--- config.mk ---
export PLATFORM = sky130hd
export DESIGN_NAME = fifo_sync_param
export DESIGN_NICKNAME = d
export VERILOG_FILES = /design/src/rtl/fifo_sync_param.sv
export SDC_FILE = /design/constraint.sdc
export NUM_CORES = 1
export LEC_CHECK = 0
export CAP_MARGIN = 20
export CORE_MARGIN = 2
export CORE_UTILIZATION = 49
export CTS_CLUSTER_SIZE = 24
export DETAILED_ROUTE_END_ITERATION = 8
export GPL_TIMING_DRIVEN = 0
export PLACE_DENSITY = 0.79
export SETUP_SLACK_MARGIN = 0.02
export SYNTH_ARGS = -nofsm -noshare
export SYNTH_HDL_FRONTEND = slang
export SYNTH_SLANG_ARGS = --single-unit
--- constraint.sdc ---
create_clock -name clk -period 2.2 [get_ports clk]
set_input_delay 0.55 -clock clk [delete_from_list [all_inputs] [get_ports clk]]
set_output_delay 0.55 -clock clk [all_outputs]
set_load 0.01 [all_outputs]
--- src/rtl/fifo_sync_param.sv ---
// fifo_sync_param
//   Parametrised synchronous FIFO with first-word-fall-through read data.
//   DEPTH = 2**ADDR_WIDTH entries of DATA_WIDTH bits. Occupancy is held in a
//   count register; every status flag is a decode of that register, so no
//   output has a combinational path from wr_en or rd_en.
//
// Ports
//   clk          clock, rising edge
//   reset        synchronous, active-high; returns block to power-on state
//   flush        synchronous clear of contents (error flags kept)
//   wr_en        push request
//   wr_data      push data
//   rd_en        pop request (consumer samples rd_data in the same cycle)
//   rd_data      head entry, 0 when empty
//   count        occupancy 0..DEPTH
//   full/empty   count == DEPTH / count == 0
//   almost_full  count >= DEPTH - AF_MARGIN
//   almost_empty count <= AE_MARGIN
//   err_clr      clears overflow/underflow (a coincident new error wins)
//   overflow     sticky: a push was dropped
//   underflow    sticky: a pop was ignored
module fifo_sync_param #(
   parameter int DATA_WIDTH = 32,
   parameter int ADDR_WIDTH = 2,
   parameter int AF_MARGIN  = 1,
   parameter int AE_MARGIN  = 1
) (
   input  logic                  clk,
   input  logic                  reset,
   input  logic                  flush,
   input  logic                  wr_en,
   input  logic [DATA_WIDTH-1:0] wr_data,
   input  logic                  rd_en,
   output logic [DATA_WIDTH-1:0] rd_data,
   output logic [ADDR_WIDTH:0]   count,
   output logic                  full,
   output logic                  empty,
   output logic                  almost_full,
   output logic                  almost_empty,
   input  logic                  err_clr,
   output logic                  overflow,
   output logic                  underflow
);

   localparam int DEPTH = 1 << ADDR_WIDTH;

   localparam logic [ADDR_WIDTH:0]   CNT_FULL = (ADDR_WIDTH+1)'(DEPTH);
   localparam logic [ADDR_WIDTH:0]   CNT_ONE  = (ADDR_WIDTH+1)'(1);
   localparam logic [ADDR_WIDTH:0]   AF_TH    = (ADDR_WIDTH+1)'(DEPTH - AF_MARGIN);
   localparam logic [ADDR_WIDTH:0]   AE_TH    = (ADDR_WIDTH+1)'(AE_MARGIN);
   localparam logic [ADDR_WIDTH-1:0] PTR_ONE  = ADDR_WIDTH'(1);

   logic [DEPTH-1:0][DATA_WIDTH-1:0] mem;
   logic [ADDR_WIDTH-1:0]            wr_ptr, rd_ptr;
   logic [ADDR_WIDTH:0]              count_q;
   logic                             ovf_q, unf_q;

   logic push_ok, pop_ok;
   logic ovf_evt, unf_evt;

   // Status decodes of the registered count only.
   assign full         = (count_q == CNT_FULL);
   assign empty        = (count_q == '0);
   assign almost_full  = (count_q >= AF_TH);
   assign almost_empty = (count_q <= AE_TH);
   assign count        = count_q;
   assign overflow     = ovf_q;
   assign underflow    = unf_q;

   // Head entry; gated to 0 so stale memory never leaks out while empty.
   assign rd_data = empty ? '0 : mem[rd_ptr];

   // When full, a push is only accepted alongside a pop, which is
   // guaranteed to succeed since full implies non-empty.
   assign pop_ok  = rd_en & ~empty;
   assign push_ok = wr_en & (~full | rd_en);

   // Flush discards the cycle's requests, so it also masks their errors.
   assign ovf_evt = ~flush & wr_en & full & ~rd_en;
   assign unf_evt = ~flush & rd_en & empty;

   // Storage is not reset; contents are unreachable until written.
   always_ff @(posedge clk) begin
      if (!reset && !flush && push_ok)
         mem[wr_ptr] <= wr_data;
   end

   always_ff @(posedge clk) begin
      if (reset) begin
         wr_ptr  <= '0;
         rd_ptr  <= '0;
         count_q <= '0;
      end else if (flush) begin
         wr_ptr  <= '0;
         rd_ptr  <= '0;
         count_q <= '0;
      end else begin
         if (push_ok) wr_ptr <= wr_ptr + PTR_ONE;
         if (pop_ok)  rd_ptr <= rd_ptr + PTR_ONE;
         case ({push_ok, pop_ok})
            2'b10:   count_q <= count_q + CNT_ONE;
            2'b01:   count_q <= count_q - CNT_ONE;
            default: count_q <= count_q;
         endcase
      end
   end

   // Sticky error bits: a new event in the same cycle overrides err_clr.
   always_ff @(posedge clk) begin
      if (reset) begin
         ovf_q <= 1'b0;
         unf_q <= 1'b0;
      end else begin
         ovf_q <= (ovf_q & ~err_clr) | ovf_evt;
         unf_q <= (unf_q & ~err_clr) | unf_evt;
      end
   end

endmodule

==> impl_metrics.toml <==
[yosys]
synthesis.area_um2 = 5477
ys_async_sr_fraction_pct = 0
main_combinational_cell_family_by_area_after_synthesis = "multiplexers"
count_of_distinct_cell_types_in_the_synthesized_netlist = 33
parity_gate_share_of_the_synthesized_area_counting_xor_and_xnor_cells_pct = 0.3199
yosys-mux-area-fraction_pct = 13.34
syn_inst = 277
post-synth-top-area-fraction_pct = 70.19
synth_compound_gate_area_share_pct = 1.554
post_synthesis_share_of_cell_area_spent_on_and_or_nand_and_nor_gates_pct = 6.374
post_synth_edffs = 128
synthesis.nets = 325
share_of_synthesized_cell_area_in_full_adder_half_adder_and_majority_cells_pct = 2.285
synth-seq-cells = 137
synthTopCellsByArea = "sky130_fd_sc_hd__edfxtp_1 (70%), sky130_fd_sc_hd__mux4_2 (13%), sky130_fd_sc_hd__nor2b_1 (3.5%), sky130_fd_sc_hd__dfxtp_1 (3.3%), sky130_fd_sc_hd__ha_1 (2.3%)"
synth_top_area_cell = "sky130_fd_sc_hd__edfxtp_1"
postSynthAreaPerCell_um2 = 19.77
synth-warning-count = 0
synthTopCellsByCount = "sky130_fd_sc_hd__edfxtp_1 (128), sky130_fd_sc_hd__mux4_2 (32), sky130_fd_sc_hd__nor2b_1 (31), sky130_fd_sc_hd__inv_1 (11), sky130_fd_sc_hd__ha_1 (10)"
ys_seq_area_share_pct = 73.47
post-synth-top-count-cell = "sky130_fd_sc_hd__edfxtp_1"
postSynth.topFlopCell = "sky130_fd_sc_hd__edfxtp_1"

[clock_network]
clock_tree.htree_level_count = 4
cts_hold_repair.buffers = 0
clkSinkCount = 137
clk_pin_slew_worst_paths_ns = 0.06
clock-root-buffer = "sky130_fd_sc_hd__clkbuf_8"
cts_made_buffers = 17
tritoncts = "done"
cts.path.max_buffers = 2
insertion_delay_ns = 0.52

[global_route]
wire_length_of_the_first_global_routing_pass_um = 15980
first_global_vias = 2961
grt.total_usage_pct = 18.89
antenna_found_initial = 0
maximum_number_of_pins_on_one_net_before_global_route_repair = 33
globalRouteOverflowTotal = 0

[timing]
timing.final.setup_violations = 32
final.setup.worst_slack_ns = -0.3278
fin_hold_ws_ns = 0.5050
max_slew.worst_pin.slew_ns = 0.5545
timing.fmax_mhz = 395.6
final_count_of_hold_timing_violations = 0
grt_setup_unrepaired = "true"
relative_slew_slack_pct = 62.90
fin_crit_sh_pct = 114.9
pins_over_slew_limit = 0
final.setup_skew_ns = 0.01020
post-route-min-period_ns = 2.528

[layout]
multi_input_comb_area_um2 = 1489
area.sequential_um2 = 4034
final_layout_size_suffix_gt1_share_pct = 39.66
final_util_pct = 68.60
nNetsFinal = 442
antenna_cells_inserted = 0
flow.area_growth_from_synthesis_pct = 36.39
fillerInstances = 705

[floorplanning]
dieArea_um2 = 12040
core_region_area_um2 = 10890
die_w_um = 109.7
rows = 38
initial_utilization_pct = 50.30
pin_count = 79
chipHeight_um = 109.7

[setup_path]
cell_with_the_biggest_individual_delay_on_the_critical_path = "sky130_fd_sc_hd__mux4_2"
worst-path-max-fanout = 5
critPathArrivalTime_ns = 1.98
startpoint_type = "flip-flop"
r2r_cells = 5
setup.worst_path.end_class = "output port"
library_cell_appearing_most_often_on_the_critical_path = "sky130_fd_sc_hd__buf_6"
worst-setup-path-type = "reg2out"
required_ns = 1.65
crit_chain = "buf_6 > buf_8 > buf_12 > mux4_2 > nor2b_4 > buf_6"
slowest_delay_ns = 0.51

[job]
max-cap-violations = 0

[routing]
detailroute.via_count = 2897
ant_nets = 0
top_signal_layer_used = "met4"
drt_drc_violations_left = 0
vias_per_cell = 5.306
postRouteWirelength_um = 10570
drt-met1-wl_um = 4255
drt-initial-drc-count = 134
first_pass_iteration_count_of_the_detailed_router = 5
route.met2.wl_um = 5629
average_detailed_routed_wire_length_per_instance_um = 19.37
met3WireLength_um = 536

[placed_design]
buffer_ports.inserted = 78
post-dp-hpwl_um = 5881
place_congestion = 0.7729

[power_and_ir_drop]
fin_total_pwr_mw = 6.425
total_leakage_power_nw = 2.613
vdd_drop_max_uv = 506.9
powerDensity_nw_per_um2 = 860.1

[min_path]
hold_depth = 2
hold_class = "reg2reg"

[status]
run_status = "finished with violations"
failing_checks = "setup timing"
flip-flops by register name (all words and copies together) (netlist names):
register / count
count: 3
overflow: 1
underflow: 1
mem: 128
rd_ptr: 2
wr_ptr: 2
what timing repair did:
action	CTS	global route
pin swaps	0	2
endpoints found under the setup margin	167	35
gates resized for setup	196	39
buffers inserted	14	7
cloned	3	0
worst max-delay path: cells and delay by family, from the launching register on:
kind	cells	cell delay, ns
and+or+nand+nor	1	0.14
DFF	1	0.32
buffers and inverters	4	0.47
muxes	1	0.51
layout by cell type, fill, tap and decap left out, drive strengths merged, types with 2 or more instances in the layout:
master	count
clkdlybuf4s50	42
clkinv	2
clkdlybuf4s15	2
xor2	2
buf	62
nor2b	33
dfxtp	9
clkbuf	21
ha	10
inv	14
edfxtp	128
or3	2
bufinv	4
o21ai	2
clkinvlp	4
nor2	9
and3	4
mux4	32
nand2	3
a21oi	4
through the flow:
step | setup WS [ns] | instance area [um^2] | setup TNS (ns) | instances
floorplan | 0.1706 | 5482 | 0 | 277
global placement | -0.5290 | 6437 | -78.96 | 495
detailed placement | -0.5505 | 6437 | -82.73 | 495
CTS | -0.4215 | 7321 | -11.30 | 543
global route | -0.4013 | 7470 | -12.00 | 546
finish | -0.3278 | 7470 | -9.370 | 546
layout make-up:
type	count	share of cell area, %
Buffer	12	1.993
Clock buffer	18	5.595
Clock inverter	13	2.596
Inverter	11	0.5863
Multi-Input combinational cell	116	19.93
Sequential cell	137	54.00
Tap cell	140	2.345
Timing Repair Buffer	99	12.95
final timing paths:
path,to,slack (ns),start
setup / recovery,rd_data[28],-0.33,rd_ptr[0]
hold / removal,overflow,0.51,overflow
setup reg to reg,mem[75],0.17,count[0]
hold reg to reg,overflow,0.51,overflow
logic make-up (layout without fill, tap and decap cells):
kind of cell,Yosys count,count (layout)
buf+inv,24,153
mux,33,33
simple gates,58,58
xor+xnor,2,2
compound gates,13,13
flops,137,137
fa+ha+maj,10,10
metal layers:
layer,up-vias,track usage [%]
li1,1335,-
met1,1465,23.61
met2,85,31.04
met3,12,5.394
met4,0,8.047
met5,-,0
report_power, final:
group	total, mW	internal, mW	switching [mW]
clock network	2.92	1.85	1.07
registers	2.89	2.88	0.0126
logic	0.614	0.346	0.268
total	6.42	5.07	1.35
Power figures use the tool's default switching activity.
